[src/rtl/lbeacon_gen_pkg.sv]
// Shared constants, types and beat helpers for the TSN ring beacon generator.
// Beat layout: [133:132] header code, [131:128] empty-byte count (always 0), [127:0] payload.
package lbeacon_gen_pkg;

    localparam logic [7:0]  LMID       = 8'd1;
    localparam logic [15:0] ETHTYPE    = 16'h9001;
    localparam logic [7:0]  MSG_UPDATE = 8'h02;

    localparam logic [1:0]  HDR_HEAD   = 2'b01;
    localparam logic [1:0]  HDR_BODY   = 2'b11;
    localparam logic [1:0]  HDR_TAIL   = 2'b10;

    localparam int BEAT_W      = 134;
    localparam int PAYLOAD_W   = 128;
    localparam int OFS_HDR     = 132;
    localparam int OFS_EMPTY   = 128;

    typedef enum logic [2:0] {
        ST_IDLE = 3'd0,
        ST_B0   = 3'd1,
        ST_B1   = 3'd2,
        ST_B2   = 3'd3,
        ST_B3   = 3'd4
    } state_t;

    typedef struct packed {
        logic [47:0] dst_mac;
        logic        direction;
        logic [15:0] tb_para;
        logic [15:0] tb_depth;
        logic [47:0] direct_mac;
        logic [31:0] slot_period;
    } cfg_t;

    function automatic logic [BEAT_W-1:0] mk_beat(input logic [1:0] hdr,
                                                  input logic [PAYLOAD_W-1:0] payload);
        return {hdr, 4'b0000, payload};
    endfunction

endpackage

[src/rtl/lbeacon_gen_if.sv]
// FAST packet bus between the beacon generator (master) and the downstream sink (slave).
interface lbeacon_gen_if;

    logic [133:0] out_data;
    logic         out_data_wr;
    logic         out_data_valid;
    logic         out_data_valid_wr;
    logic         in_ready;

    modport master (
        output out_data,
        output out_data_wr,
        output out_data_valid,
        output out_data_valid_wr,
        input  in_ready
    );

    modport slave (
        input  out_data,
        input  out_data_wr,
        input  out_data_valid,
        input  out_data_valid_wr,
        output in_ready
    );

endinterface

[src/rtl/lbeacon_timer.sv]
// Auto-resend period counter: counts 0..period-1 while enabled, pulses expire on the
// terminal count, and returns to 0 on restart or when disabled.
module lbeacon_timer (
    input  logic        clk,
    input  logic        rst_n,
    input  logic        en,
    input  logic        restart,
    input  logic [31:0] period,
    output logic        expire
);

    logic [31:0] cnt;
    logic        term;

    // ">=" keeps the counter from running away if the period is shortened mid-count.
    assign term   = en && (cnt >= (period - 32'd1));
    assign expire = term;

    always_ff @(posedge clk or negedge rst_n) begin
        if (!rst_n) begin
            cnt <= '0;
        end else if (restart || !en || term) begin
            cnt <= '0;
        end else begin
            cnt <= cnt + 32'd1;
        end
    end

endmodule

[src/rtl/lbeacon_gen.sv]
// Beacon update generator: turns configuration requests (and periodic resends of the
// last configuration) into fixed 4-beat update packets on the FAST packet bus.
module lbeacon_gen
    import lbeacon_gen_pkg::*;
(
    input  logic         clk,
    input  logic         rst_n,
    input  logic         cfg_wr,
    input  logic [47:0]  cfg_dst_mac,
    input  logic         cfg_direction,
    input  logic [15:0]  cfg_tb_para,
    input  logic [15:0]  cfg_tb_depth,
    input  logic [47:0]  cfg_direct_mac,
    input  logic [31:0]  cfg_slot_period,
    input  logic [31:0]  beacon_period,
    input  logic [47:0]  in_local_mac_id,
    input  logic [47:0]  precision_time,
    lbeacon_gen_if.master pkt,
    output logic         busy,
    output logic [31:0]  out_pkt_cnt,
    output logic [15:0]  overwrite_cnt,
    output state_t       dbg_state
);

    // Handshake: in_ready is looked at only in IDLE with a request pending; when both are
    // high the whole 4-beat packet is committed and its beats leave on consecutive cycles
    // (out_data_wr high B0..B3) whatever in_ready does afterwards.

    state_t       state_q, state_d;
    cfg_t         cfg_in, pend_cfg, shadow_cfg, snap_cfg;
    logic         pend, shadow_valid;
    logic [7:0]   seq, snap_seq;
    logic [47:0]  snap_time;
    logic         consume, tmr_expire, load;
    logic [133:0] data_d;
    logic         wr_d, vwr_d;

    assign cfg_in = '{dst_mac:     cfg_dst_mac,
                      direction:   cfg_direction,
                      tb_para:     cfg_tb_para,
                      tb_depth:    cfg_tb_depth,
                      direct_mac:  cfg_direct_mac,
                      slot_period: cfg_slot_period};

    assign consume = (state_q == ST_IDLE) && pend && pkt.in_ready;
    assign load    = cfg_wr || tmr_expire;

    lbeacon_timer u_timer (
        .clk     (clk),
        .rst_n   (rst_n),
        .en      ((beacon_period != 32'd0) && shadow_valid),
        .restart (cfg_wr),
        .period  (beacon_period),
        .expire  (tmr_expire)
    );

    // Request registers; a new cfg_wr takes precedence over a simultaneous timer reload.
    always_ff @(posedge clk or negedge rst_n) begin
        if (!rst_n) begin
            pend_cfg      <= '0;
            shadow_cfg    <= '0;
            shadow_valid  <= 1'b0;
            pend          <= 1'b0;
            overwrite_cnt <= '0;
        end else begin
            if (cfg_wr) begin
                pend_cfg     <= cfg_in;
                shadow_cfg   <= cfg_in;
                shadow_valid <= 1'b1;
            end else if (tmr_expire) begin
                pend_cfg <= shadow_cfg;
            end
            if (load) begin
                pend <= 1'b1;
            end else if (consume) begin
                pend <= 1'b0;
            end
            if (load && pend && !consume && (overwrite_cnt != 16'hFFFF)) begin
                overwrite_cnt <= overwrite_cnt + 16'd1;
            end
        end
    end

    // Send snapshot, time stamp and packet bookkeeping.
    always_ff @(posedge clk or negedge rst_n) begin
        if (!rst_n) begin
            snap_cfg    <= '0;
            snap_seq    <= '0;
            snap_time   <= '0;
            seq         <= '0;
            out_pkt_cnt <= '0;
        end else begin
            if (consume) begin
                snap_cfg <= pend_cfg;
                snap_seq <= seq;
            end
            if (state_q == ST_B0) begin
                snap_time <= precision_time;
            end
            if (state_q == ST_B3) begin
                seq         <= seq + 8'd1;
                out_pkt_cnt <= out_pkt_cnt + 32'd1;
            end
        end
    end

    always_ff @(posedge clk or negedge rst_n) begin
        if (!rst_n) begin
            state_q <= ST_IDLE;
        end else begin
            state_q <= state_d;
        end
    end

    always_comb begin
        state_d = state_q;
        data_d  = '0;
        wr_d    = 1'b0;
        vwr_d   = 1'b0;
        case (state_q)
            ST_IDLE: begin
                if (consume) state_d = ST_B0;
            end
            ST_B0: begin
                state_d = ST_B1;
                wr_d    = 1'b1;
                data_d  = mk_beat(HDR_HEAD, {snap_cfg.dst_mac, in_local_mac_id,
                                             ETHTYPE, MSG_UPDATE, snap_seq});
            end
            ST_B1: begin
                state_d = ST_B2;
                wr_d    = 1'b1;
                data_d  = mk_beat(HDR_BODY, {LMID, 7'b0, snap_cfg.direction,
                                             snap_cfg.tb_para, snap_cfg.tb_depth,
                                             snap_cfg.slot_period, 48'b0});
            end
            ST_B2: begin
                state_d = ST_B3;
                wr_d    = 1'b1;
                data_d  = mk_beat(HDR_BODY, {snap_cfg.direct_mac, snap_time, 32'b0});
            end
            ST_B3: begin
                state_d = ST_IDLE;
                wr_d    = 1'b1;
                vwr_d   = 1'b1;
                data_d  = mk_beat(HDR_TAIL, 128'b0);
            end
            default: state_d = ST_IDLE;
        endcase
    end

    assign pkt.out_data          = data_d;
    assign pkt.out_data_wr       = wr_d;
    assign pkt.out_data_valid    = vwr_d;
    assign pkt.out_data_valid_wr = vwr_d;
    assign busy                  = pend || (state_q != ST_IDLE);
    assign dbg_state             = state_q;

endmodule

[src/flat_wrapper.sv]
// flat-port wrapper written by rule: the top's interface ports become plain ports
module lbeacon_gen_flat import lbeacon_gen_pkg::*;
  (clk, rst_n, cfg_wr, cfg_dst_mac, cfg_direction, cfg_tb_para, cfg_tb_depth, cfg_direct_mac, cfg_slot_period, beacon_period, in_local_mac_id, precision_time, busy, out_pkt_cnt, overwrite_cnt, dbg_state, pkt_out_data, pkt_out_data_wr, pkt_out_data_valid, pkt_out_data_valid_wr, pkt_in_ready);
  lbeacon_gen_if pkt_i ();
  input  logic clk;
  input  logic rst_n;
  input  logic cfg_wr;
  input  logic [47:0] cfg_dst_mac;
  input  logic cfg_direction;
  input  logic [15:0] cfg_tb_para;
  input  logic [15:0] cfg_tb_depth;
  input  logic [47:0] cfg_direct_mac;
  input  logic [31:0] cfg_slot_period;
  input  logic [31:0] beacon_period;
  input  logic [47:0] in_local_mac_id;
  input  logic [47:0] precision_time;
  output logic busy;
  output logic [31:0] out_pkt_cnt;
  output logic [15:0] overwrite_cnt;
  output state_t dbg_state;
  output wire logic [$bits(pkt_i.out_data)-1:0] pkt_out_data;
  output wire logic [$bits(pkt_i.out_data_wr)-1:0] pkt_out_data_wr;
  output wire logic [$bits(pkt_i.out_data_valid)-1:0] pkt_out_data_valid;
  output wire logic [$bits(pkt_i.out_data_valid_wr)-1:0] pkt_out_data_valid_wr;
  input wire logic [$bits(pkt_i.in_ready)-1:0] pkt_in_ready;
  assign pkt_out_data = pkt_i.out_data;
  assign pkt_out_data_wr = pkt_i.out_data_wr;
  assign pkt_out_data_valid = pkt_i.out_data_valid;
  assign pkt_out_data_valid_wr = pkt_i.out_data_valid_wr;
  assign pkt_i.in_ready = pkt_in_ready;
  lbeacon_gen u_core (.clk(clk), .rst_n(rst_n), .cfg_wr(cfg_wr), .cfg_dst_mac(cfg_dst_mac), .cfg_direction(cfg_direction), .cfg_tb_para(cfg_tb_para), .cfg_tb_depth(cfg_tb_depth), .cfg_direct_mac(cfg_direct_mac), .cfg_slot_period(cfg_slot_period), .beacon_period(beacon_period), .in_local_mac_id(in_local_mac_id), .precision_time(precision_time), .pkt(pkt_i), .busy(busy), .out_pkt_cnt(out_pkt_cnt), .overwrite_cnt(overwrite_cnt), .dbg_state(dbg_state));
endmodule
[config.mk]
export PLATFORM = sky130hd
export DESIGN_NAME = lbeacon_gen_flat
export DESIGN_NICKNAME = d
export VERILOG_FILES = /design/src/rtl/lbeacon_gen_pkg.sv /design/src/rtl/lbeacon_gen_if.sv /design/src/rtl/lbeacon_timer.sv /design/src/rtl/lbeacon_gen.sv /design/src/flat_wrapper.sv
export SDC_FILE = /design/constraint.sdc
export NUM_CORES = 1
export LEC_CHECK = 0
export CORE_ASPECT_RATIO = 0.75
export CORE_MARGIN = 3
export CORE_UTILIZATION = 40
export CTS_BUF_LIST = sky130_fd_sc_hd__clkbuf_8
export CTS_CLUSTER_SIZE = 30
export DETAILED_ROUTE_END_ITERATION = 8
export PLACE_DENSITY = 0.74
export SLEW_MARGIN = 20
export SYNTH_ARGS = -nofsm -noshare
export SYNTH_HDL_FRONTEND = slang
export SYNTH_SLANG_ARGS = --single-unit
export TNS_END_PERCENT = 10
[constraint.sdc]
create_clock -name clk -period 4.25 [get_ports clk]
set_input_delay 0.85 -clock clk [delete_from_list [all_inputs] [get_ports clk]]
set_output_delay 0.85 -clock clk [all_outputs]
set_load 0.02 [all_outputs]
After elaboration in Yosys (flattened, before gate mapping)
Index checks and enable logic that the tools add are counted.

Register bits after elaboration: 632. Latch bits: 0. RAM bits: 0. Memory bits (read-only): 0. Bits of input ports: 293. Output and inout bits: 189. Word-level logic and storage cells: 68. Memories: 0.

Add/subtract/negate cells: 5. $mul: 0. Divide/modulo/power cells: 0. Order comparisons: 1. Equal/unequal tests: 6. Shift operators: 0. Muxes and demuxes: 10. Bitwise operators: 0. Reductions and logical operators: 19.

Operator list (number): $pmux 134 s4 (1); $mux 161 (2); $add 32x1->32 const B (2); $ge 32x32->1 (1); $mux 32 (1); $reduce_bool 32->1 (1); $sub 32x1->32 const B (1); $add 16x1->16 const B (1); $ne 16x16->1 const B (1); $pmux 3 s4 (1); $add 8x1->8 const B (1); $logic_and 1x1->1 (7); $eq 3x2->1 const B (2); $logic_or 1x1->1 (4); $mux 1 (4); $reduce_bool 2->1 (2); $reduce_or 4->1 (1); $eq 3x1->1 const B (1); $eq 3x3->1 const B (1); $logic_not 3->1 (1); $mux 3 (1); $reduce_bool 3->1 (1); $logic_not 1->1 (2); $ne 2x1->1 const B (1).

Longest topological paths before layout
Depth after elaboration: 7. Depth in mapped cells: 17. Mapped depth without buffers: 15.

Cells and area by module
Synthesis repeated with hierarchy kept, for this count alone.

Cells, all modules: 2081. Area, all modules: 27699.1 sq um.

By module, submodules not included: lbeacon_gen (times used 1, cells an instance 1757, area an instance 24865.1 sq um); lbeacon_timer (times used 1, cells an instance 324, area an instance 2834.0 sq um).

Worst setup path after synthesis
No wires, ideal clock.

Path type: input to register. From: in beacon_period[3]. To: reg u_core.pend_cfg[100] (netlist name). Library setup time: 128 ps. Data arrival time: 5385 ps. Required time: 4122 ps. Setup slack: -1262 ps. Stages on the path: 17. Buffers on the path: 3. Path through: or3_4 > or4_4 > or4_1 > or3_1 > buf_2 > or4_4 > nor3_2 > xnor2_1 > ha_1 > a21o_1 > a21o_1 > a221oi_1 > nand2_1 > o31ai_2 > buf_4 > buf_4 > mux2_1.

Word-level cells in the longest chain between the ends: 4. Elaborated cells between the ends (all ways): 6. Those cells by class: add/sub: 1; order compare: 1; reduce/logical: 4.

RTL lines: start, declared (RTL line flat_wrapper.sv:14) `input logic [31:0] beacon_period;`; $sub 32x1->32 or $reduce_bool 32->1 (tied branches) (RTL line lbeacon_timer.sv:16, lbeacon_gen.sv:51); $ge 32x32->1 or $logic_and 1x1->1 (tied branches) (RTL line lbeacon_timer.sv:16, lbeacon_gen.sv:51); $logic_and 1x1->1 (*) (RTL line lbeacon_timer.sv:16) `assign term = en && (cnt >= (period - 32'd1));`; $reduce_bool 2->1 (no line) (*); end signal, assigned (RTL line lbeacon_gen.sv:67) `pend_cfg <= cfg_in;`; end signal, assigned (RTL line lbeacon_gen.sv:71) `pend_cfg <= shadow_cfg;`; end, declared (RTL line lbeacon_gen.sv:30) `cfg_t cfg_in, pend_cfg, shadow_cfg, snap_cfg;`.

Mark *: on every way between the ends. The rest lies on a longest branch, timed or not. A chain may end at the register's enable or synchronous reset.

Worst setup path in the final report
From: in beacon_period[4]. To: reg u_core.pend_cfg[63] (netlist name).

The elaborated chain is that of the path after synthesis.

==> metrics.md <==
| Metric | Value |
|---|---|
| Reg-to-reg startpoint | `u_core.u_timer.cnt[0]` |
| GRT Residual Overflow | `0` |
| Max VDD drop | `0.407 mV` |
| R2r worst-path depth | `14` |
| H-tree levels | `3` |
| Area Overhead vs Synth | `32.6%` |
| Vias | `roughly 20,000` |
| Detailed Routing Iterations Pass 1 | `5` |
| Largest stage delay, worst path | `about 0.48 ns` |
| Starting Density | `between 40% and 50%` |
| Commonest non-fill, non-tap cell in the layout | `dfrtp_1` |
| Routed wire length | `about 76,000 microns` |
| Final WS setup | `-0.787 ns` |
| Worst-path cell chain | `buf_6 -> or3_4 -> or4_4 -> or4_4 -> or3_4 -> or4_4 -> nor3_4 -> xnor2_1 -> ha_1 -> a21o_1 -> a21o_1 -> a221oi_2 -> buf_4 -> a32oi_4 -> o31ai_4 -> buf_12 -> buf_16 -> buf_12 -> buf_6 -> buf_6 -> mux2_1` |
| Fillcell total | `5,619` |
| LEAKAGE | `~17 nW` |
| Io pins | `between 400 and 500` |
| Pwr dens | `between 500 and 600 mW/mm^2` |
| Area leader, netlist | `dfrtp_1` |
| Post-DP HPWL | `slightly above 50,000 microns` |
| Critical path arrival | `5.62 ns` |
| Final hold viol count | `0` |
| TritonCTS clock tree | `done` |
| Synth top area cells | `dfrtp_1 57%, mux2_2 12%, nand2_1 7.7%, mux2_1 5.7%, nor2_1 1.9%` |
| Synthesized area per cell | `about 12 sq um` |
| Root Buffer | `clkbuf_8` |
| CP Class | `primary input to flip-flop` |
| Syn Std Cell Area | `roughly 0.028 sq mm` |
| Mapped Cells | `roughly 2,400` |
| Register area share after synthesis | `57.4%` |
| Rows | `between 80 and 90` |
| CP max FO | `8` |
| Final #Nets | `3,263` |
| Tmin final | `approximately 5.0 ns` |
| Gp weighted congestion | `roughly 0.86` |
| Avg Vias per Cell | `5.07` |
| Largest net degree at the start of global routing | `roughly 110` |
| Yosys cell types | `48` |
| CTS Sinks | `632` |
| Total Neg Setup Slack | `-125.91 ns` |
| Clock Latency Late Sink | `roughly 0.70 ns` |
| Antenna Violating Nets Remaining | `0` |
| Die area | `0.0721 sq mm` |
| CP max-delay cell | `or4_4` |
| Die width | `slightly above 300 microns` |
| Fraction of final layout cells sized beyond drive strength 1 | `a little under a quarter` |
| Share of the synthesized area in the top cell type | `a little under three fifths` |
| Normalized max-slew margin | `between 30% and 40%` |
| Fin crit share | `119%` |
| Starting DRT DRC Count | `1,351` |
| Final setup viols | `209` |
| Die Height | `233 microns` |
| Clk buf depth | `3` |
| Max Cap Viol | `0` |
| Worst reg2reg setup slack | `slightly below 1 ns` |
| Initial antenna violation count | `12` |
| CTS clk-pin slew, worst paths | `~0.06 ns` |
| Critical Path Sink Type | `flip-flop` |
| Most frequent cells in the layout | `629 x dfrtp_1, 564 x nand2_1, 445 x clkdlybuf4s50_1, 289 x mux2_2, 139 x nor2_1` |
| Routed length per instance | `19.5 microns` |
| Syn. warnings | `0` |
| Overall Global Routing Usage | `about a fifth` |
| Reg-to-reg endpoint | `u_core.pend_cfg[63]` |
| Global-route wire length before repair | `roughly 120,000 microns` |
| Hold Slack | `between 0.2 and 0.25 ns` |
| Failing checks | `negative setup slack` |
| IO Port Bufs | `457` |
| CORE AREA | `between 0.06 and 0.07 sq mm` |
| Vias in the first global route | `roughly 21,000` |
| Fin. max-slew vios | `0` |
| Num CTS Buffers | `99` |
| Status | `finished with violations` |
| Critical path startpoint category | `primary input` |
| FMAX | `roughly 0.20 GHz` |
| WP data required | `just under 5 ns` |
| Min-Delay Path Class | `primary input to asynchronous set/reset pin` |
| Least-Margin Pin Slew | `0.936 ns` |
| Unrepaired setup endpoints after global routing | `true` |
| Drt drc | `0` |
| #FFs+latches synth | `632` |
| Clk_skew | `around 0.04 ns` |
-- layer usage --
metal  vias up  GRT usage [%]  part of all wire [%]
met5         -              0                  0.15
met4        18           6.28                   2.3
met3       125           4.95                   6.1
met2       537           33.5                    47
met1      9976           27.7                    44
li1       9115              -                     -
-- flip-flops by register name (all words and copies together) (netlist names) --
name,count
u_core.overwrite_cnt,16
u_core.out_pkt_cnt,32
u_core.shadow_cfg,161
u_core.pend_cfg,161
u_core.u_timer.cnt,32
u_core.snap_cfg,161
u_core.snap_time,48
u_core.dbg_state,3
u_core.pend,1
u_core.seq,8
u_core.shadow_valid,1
u_core.snap_seq,8
-- kinds of logic (layout without fill, tap and decap cells) --
kind of cell	count (synthesis)	count (layout)	share of synthesized area (%)
compound gates	131	131	3.50
mux	439	439	17.9
xor+xnor	112	112	3.56
other cells	1	27	0.0136
fa+ha+maj	37	37	1.68
flops	632	632	57.4
simple gates	861	861	13.0
buf+inv	167	775	2.90
-- worst max-delay path by stage --
stage / slack (ns) / startpoint / to
after floorplan: -1.07 / beacon_period[4] / u_core.pend_cfg[105]
after global placement: -1.84 / beacon_period[3] / u_core.pend_cfg[121]
after detailed placement: -1.83 / beacon_period[3] / u_core.pend_cfg[60]
after CTS: -0.74 / beacon_period[4] / u_core.pend_cfg[13]
after global routing: -0.84 / beacon_period[4] / u_core.pend_cfg[158]
final: -0.79 / beacon_period[4] / u_core.pend_cfg[63]
-- metrics by stage --
step                instance area [sq um]  util [%]  cells  total power (W)  worst slack [ns]
floorplan                           27700         -   2403           0.0124             -1.07
global placement                    33600      49.8   3694           0.0152             -1.84
detailed placement                  33600      49.8   3694           0.0154             -1.83
CTS                                 36300      53.7   3888           0.0209            -0.743
global route                        36500      54.1   3895           0.0220            -0.841
finish                              36500      54.1   3896           0.0209            -0.787
-- synth_stat cells, drive strengths merged --
master	count
xnor2	57
a21oi	24
nor4	12
ha	37
clkinv	1
nand4	19
mux2i	4
xor2	55
and4	4
a22oi	52
buf	55
mux2	435
inv	12
nor3b	2
a21o	7
nand3	37
dfrtp	632
clkbuf	99
o2bb2ai	1
nor2	142
o31ai	1
nor3	26
a22o	30
a2111oi	1
nor4b	1
o311ai	2
a32oi	1
or2	4
o21ai	7
and2	13
o21bai	1
o41ai	1
and3	15
or3	6
or4	8
nand2	566
o21a	2
nand2b	5
nor2b	1
conb	1
a221oi	1
-- area by class of cell --
cell class | instances | area (sq um) | area share [%]
diodes | 3 | 7.51 | 0.0205
clock buffers | 118 | 1620 | 4.44
clock inverters | 61 | 435 | 1.19
inverters | 13 | 48.8 | 0.134
multi-input cells | 1604 | 11500 | 31.5
flip-flops and latches | 632 | 15800 | 43.3
well taps | 882 | 1100 | 3.02
repair buffers | 583 | 6000 | 16.4
-- critical path: cells and delay by family --
kind / cells / cell delay (ns)
compound gates: 5 / 0.84
xor+xnor: 1 / 0.14
fa+ha+maj: 1 / 0.26
buf+inv: 7 / 0.94
mux: 1 / 0.32
simple gates: 6 / 2.23
-- timing repair --
action                     in CTS  in global routing
gates cloned                    5                  0
buffers inserted               10                  4
hold buffers                    0                  0
gates resized for setup       107                 48
setup endpoints to repair     210                211
pin swaps                       3                  4
-- power by group --
| part | leakage [nW] | switching [W] | internal (W) | total [W] |
|---|---|---|---|---|
| Clock | 1.18 | 0.00245 | 0.00285 | 0.00529 |
| Combinational | 7.99 | 0.00377 | 0.00332 | 0.00709 |
| Sequential | 7.73 | 0.000952 | 0.00751 | 0.00847 |
| Total | 16.9 | 0.00717 | 0.0137 | 0.0209 |
Note: power is estimated with default switching activity, not from simulation.
